### src/rtl/msk_ciphertext_out_serializer.sv
// Captures one shared 128-bit ciphertext from the masked core and streams it
// as 32-bit words, share by share, over a valid/ready interface.
// Each output bit selects exactly one held bit, so shares never recombine.
module msk_ciphertext_out_serializer #(
    parameter int unsigned d  = 2,
    parameter int unsigned SW = (d > 1) ? $clog2(d) : 1
) (
    input  logic             clk,
    input  logic             rst_n,
    input  logic             in_valid,
    output logic             in_ready,
    input  logic [128*d-1:0] sh_data_in,
    output logic             out_valid,
    input  logic             out_ready,
    output logic [31:0]      out_data,
    output logic [SW-1:0]    out_share,
    output logic             out_last,
    output logic             busy
);

    localparam int unsigned NWORDS = 4 * d;
    localparam int unsigned CW     = $clog2(NWORDS);
    localparam int unsigned NSLOT  = 1 << CW;
    localparam int unsigned LAST   = NWORDS - 1;
    localparam int unsigned BW     = 128 * d;

    typedef enum logic {
        IDLE = 1'b0,
        SEND = 1'b1
    } state_t;

    state_t                     state_q, state_d;
    logic [BW-1:0]              buf_q;
    logic [CW-1:0]              cnt_q, cnt_d;
    logic                       load;
    logic                       last_c;
    logic [NSLOT-1:0][31:0]     word_tbl;

    // De-interleave: word k = share k/4, word k%4 of that share; unused slots are zero
    for (genvar k = 0; k < NSLOT; k++) begin : g_word
        if (k < NWORDS) begin : g_map
            for (genvar b = 0; b < 32; b++) begin : g_bit
                assign word_tbl[k][b] = buf_q[(32*(k%4)+b)*d + k/4];
            end
        end else begin : g_pad
            assign word_tbl[k] = '0;
        end
    end

    // Output decode from the held block and word counter
    assign last_c    = (state_q == SEND) && (cnt_q == CW'(LAST));
    assign out_valid = (state_q == SEND);
    assign busy      = (state_q == SEND);
    assign out_last  = last_c;
    assign out_share = SW'(cnt_q >> 2);
    assign out_data  = word_tbl[cnt_q];
    // Accept while idle, or in the same cycle the final word leaves (no bubble)
    assign in_ready  = rst_n && ((state_q == IDLE) || (last_c && out_ready));

    // Next-state and counter control
    always_comb begin
        state_d = state_q;
        cnt_d   = cnt_q;
        load    = 1'b0;
        case (state_q)
            IDLE: begin
                if (in_valid) begin
                    load    = 1'b1;
                    cnt_d   = '0;
                    state_d = SEND;
                end
            end
            SEND: begin
                if (out_ready) begin
                    if (!last_c) begin
                        cnt_d = cnt_q + CW'(1);
                    end else if (in_valid) begin
                        load  = 1'b1;
                        cnt_d = '0;
                    end else begin
                        cnt_d   = '0;
                        state_d = IDLE;
                    end
                end
            end
            default: begin
                state_d = IDLE;
                cnt_d   = '0;
            end
        endcase
    end

    // State, counter and block buffer registers with synchronous reset
    always_ff @(posedge clk) begin
        if (!rst_n) begin
            state_q <= IDLE;
            cnt_q   <= '0;
            buf_q   <= '0;
        end else begin
            state_q <= state_d;
            cnt_q   <= cnt_d;
            if (load) begin
                buf_q <= sh_data_in;
            end
        end
    end

endmodule

### config.mk
export PLATFORM = sky130hd
export DESIGN_NAME = msk_ciphertext_out_serializer
export DESIGN_NICKNAME = d
export VERILOG_FILES = /design/src/rtl/msk_ciphertext_out_serializer.sv
export SDC_FILE = /design/constraint.sdc
export NUM_CORES = 1
export LEC_CHECK = 0
export CORE_ASPECT_RATIO = 0.7
export CORE_MARGIN = 1
export CORE_UTILIZATION = 45
export CTS_BUF_LIST = sky130_fd_sc_hd__clkbuf_8 sky130_fd_sc_hd__clkbuf_16
export DETAILED_ROUTE_END_ITERATION = 10
export GPL_TIMING_DRIVEN = 0
export PLACE_DENSITY = 0.78
export SLEW_MARGIN = 20
export SYNTH_ARGS = -nofsm -noshare
export SYNTH_HDL_FRONTEND = slang
export SYNTH_SLANG_ARGS = --single-unit
export TNS_END_PERCENT = 1
### constraint.sdc
create_clock -name clk -period 2.1 [get_ports clk]
set_clock_uncertainty 0.05 [all_clocks]
set_input_delay 0.42 -clock clk [delete_from_list [all_inputs] [get_ports clk]]
set_output_delay 0.42 -clock clk [all_outputs]
set_load 0.02 [all_outputs]
==> flow_summary_export.csv <==
group,metric,value,unit
power,p_leak,6.85,nW
detailed_routing,vias,10700,
clock_network,cts_tree,"built",
floorplan,pin_count,297,
detailed_routing,drtIter0Drc,814,
timing,relSlewSlack,0.296,
grt,grt-busiest-layer,"met2",
clock_network,clk_pin_slew,0.07,ns
clock_network,numCtsBuffers,27,
worst_setup_path,crit_chain,"buf_12, clkbuf_16, mux4_2, mux2_2, buf_2",
worst_setup_path,critical_path_buf_inv_count,3,
place,portBuffers,295,
synth,synth_nets,1507,
floorplan,die_area,28100,um2
floorplan,die_h,141,um
worst_setup_path,cp_max_fo,8,
cells_and_area,layout-drive-gt1-share,0.151,
worst_setup_path,endpoint_kind,"output port",
floorplan,start_util,0.460,
clock_network,cts_buffer_depth,3,
detailed_routing,viasPerCell,5.48,
grt,grt-ovfl-total,0,
timing,fin_crit_sh,1.30,
worst_setup_path,cp_data_required_time,1.63,ns
grt,met2_usage,0.440,
place,dp_hpwl,29.1,mm
flow_run,cap_violations,0,
grt,grt_pass1_wl,59.5,mm
detailed_routing,drcViolationCount,0,
place,dpl_worst_slack,-0.947,ns
clock_network,cts_root_buf,"clkbuf_16",
worst_setup_path,critPathKind,"flop to output port",
synth,synth_cell_types,20,
worst_setup_path,slowest_stage,"mux4_2",
synth,ys_ff_latch,260,
timing,setup_viol,34,
grt,grt_pass1_vias,10600,
detailed_routing,drt-total-wl,41.4,mm
synth,synthCells,1245,
cells_and_area,syn_to_final_growth,36.3,%
grt,grt_max_degree,14,
synth,syn_area,12300,um2
floorplan,rows,50,
power,powerDensity,726,nW/um2
status,status,"complete, but fails checks",
status,violations,"negative setup slack",
worst_setup_path,cp.arrival,2.27,ns
worst_setup_path,crit_path_start_kind,"flop",
clock_network,cts_num_sinks,260,
cells_and_area,nNetsFinal,1840,
timing,worst_slew_pin_slew,1.06,ns
floorplan,die_w,200,um
timing,hold_violations,0,
place,place.gp.congestion,0.868,
synth,yosysWarningCount,0,
detailed_routing,dr.pass1.iters,5,
grt,gr-usage-met3,0.0503,
floorplan,core,26800,um2
grt,gr-usage-met1,0.398,
clock_network,cts-htree-levels,1,
place,placed_cells,1904,
timing,slew_violations,0,
synth,seq_area_frac_synth,0.422,
clock_network,clock_latency,0.55,ns
min_path,hp-class,"primary input to flop",
detailed_routing,ant_nets,0,
worst_setup_path,slowest_delay,0.50,ns
grt,groute.usage.overall,0.280,
timing,setup_ws,-0.639,ns
timing,fin_crit,2.74,ns
detailed_routing,wire_per_inst,21.1,um
worst_setup_path,critPathTopFamily,"multiplexers",
timing,rsz0062_at_grt,"yes",
cells_and_area,fin_cells,1960,
grt,antenna_found_initial,2,
power,ir_worst_vdd,0.000448,V
timing,clock.fmax,0.365,GHz
synth,avgSynthCellArea,9.91,um2
-- stage by stage --
stage / power [mW] / utilization / TNS, ns / hold slack (ns) / area [um2]
final: 12.2 / 0.626 / -19.38 / 0.370 / 16800
after CTS: 12.1 / 0.616 / -20.07 / 0.362 / 16500
after global routing: 12.5 / 0.626 / -21.00 / 0.385 / 16800
after floorplan: 6.53 / - / 0 / 0.380 / 12300
after detailed placement: 7.51 / 0.587 / -63.61 / 0.394 / 15700
after global placement: 7.46 / 0.587 / -57.82 / 0.387 / 15700
-- cell usage in the layout (no fill, tap or decap), types with 17 or more instances in the layout --
cell type / n
clkbuf_1: 46
mux4_2: 59
dfxtp_1: 258
buf_2: 26
mux2_2: 17
buf_6: 29
clkbuf_16: 33
nand2_1: 512
buf_4: 31
clkdlybuf4s50_1: 260
mux2i_1: 258
-- state kept, by name, indices dropped and copies added (netlist names) --
register,count
cnt_q,3
busy,1
buf_q,256
-- cells in the mapped netlist --
cell	count	area, um2
and3b_1	1	8.76
mux4_2	39	878
buf_2	17	85.1
buf_1	6	22.5
nor2b_1	5	31.3
buf_6	12	135
clkbuf_1	50	188
ha_1	2	25.0
mux4_1	25	657
a22oi_1	2	15.0
and2_1	1	6.26
dfxtp_1	260	5200
mux2_2	32	360
buf_12	2	40.0
mux2i_1	258	2580
buf_4	17	128
a21boi_1	1	7.51
buf_8	2	30.0
nand2_1	512	1920
o21a_1	1	7.51
-- what timing repair did --
item / CTS / global route
hold buffers: 0 / 0
endpoints found under the hold margin: 0 / 0
gates cloned: 0 / 6
gates resized for setup: 178 / 75
pin swaps: 1 / 0
setup endpoints to repair: 38 / 46
buffers inserted: 2 / 1
-- layout make-up --
class / instances / area [um2]
antenna: 2 / 5.00
buffer: 106 / 722
clock buffer: 33 / 758
clock inverter: 12 / 86.3
fill: 2185 / 10000
multi-input combinational: 879 / 6500
sequential: 260 / 5210
tap: 364 / 455
timing repair buffer: 304 / 3070
-- metal layers --
layer | wire length (um) | part of all wire
met5 | 0 | 0
met3 | 3760 | 0.091
met1 | 18700 | 0.45
met4 | 675 | 0.016
met2 | 18300 | 0.44
-- power by group --
part | internal (mW) | leakage, nW | total (mW) | switching [mW]
sequential | 5.25 | 2.14 | 5.43 | 0.178
combinational | 1.13 | 4.27 | 2.09 | 0.960
clock | 2.66 | 0.441 | 4.68 | 2.02
-- final timing paths --
check | start | to | slack [ns] | cells after the start
max | cnt_q[0]$_SDFFE_PN0P_ | out_data[5] | -0.64 | 5
min | sh_data_in[107] | buf_q[107]$_SDFFE_PN0P_ | 0.37 | 3
max reg2reg | cnt_q[0]$_SDFFE_PN0P_ | buf_q[31]$_SDFFE_PN0P_ | 0.07 | 8
min reg2reg | buf_q[204]$_SDFFE_PN0P_ | buf_q[204]$_SDFFE_PN0P_ | 0.41 | 2
-- worst reg2reg max path: stages, from the launching register on --
cell	delay, ns
dfxtp_4	0.39
ha_1	0.16
ha_2	0.21
a21boi_4	0.07
nor2b_1	0.11
clkbuf_1	0.16
buf_4	0.25
buf_4	0.27
mux2i_1	0.25
-- cells by family (layout without fill, tap and decap cells) --
kind of cell,after synthesis,in the layout,share of synthesized area
compound gates,4,4,0.00243
flops,260,260,0.422
fa+ha+maj,2,2,0.00203
simple gates,519,519,0.160
other cells,0,2,0
mux,354,354,0.363
buf+inv,106,455,0.0509
No activity file was read; power rests on OpenSTA's default activity.
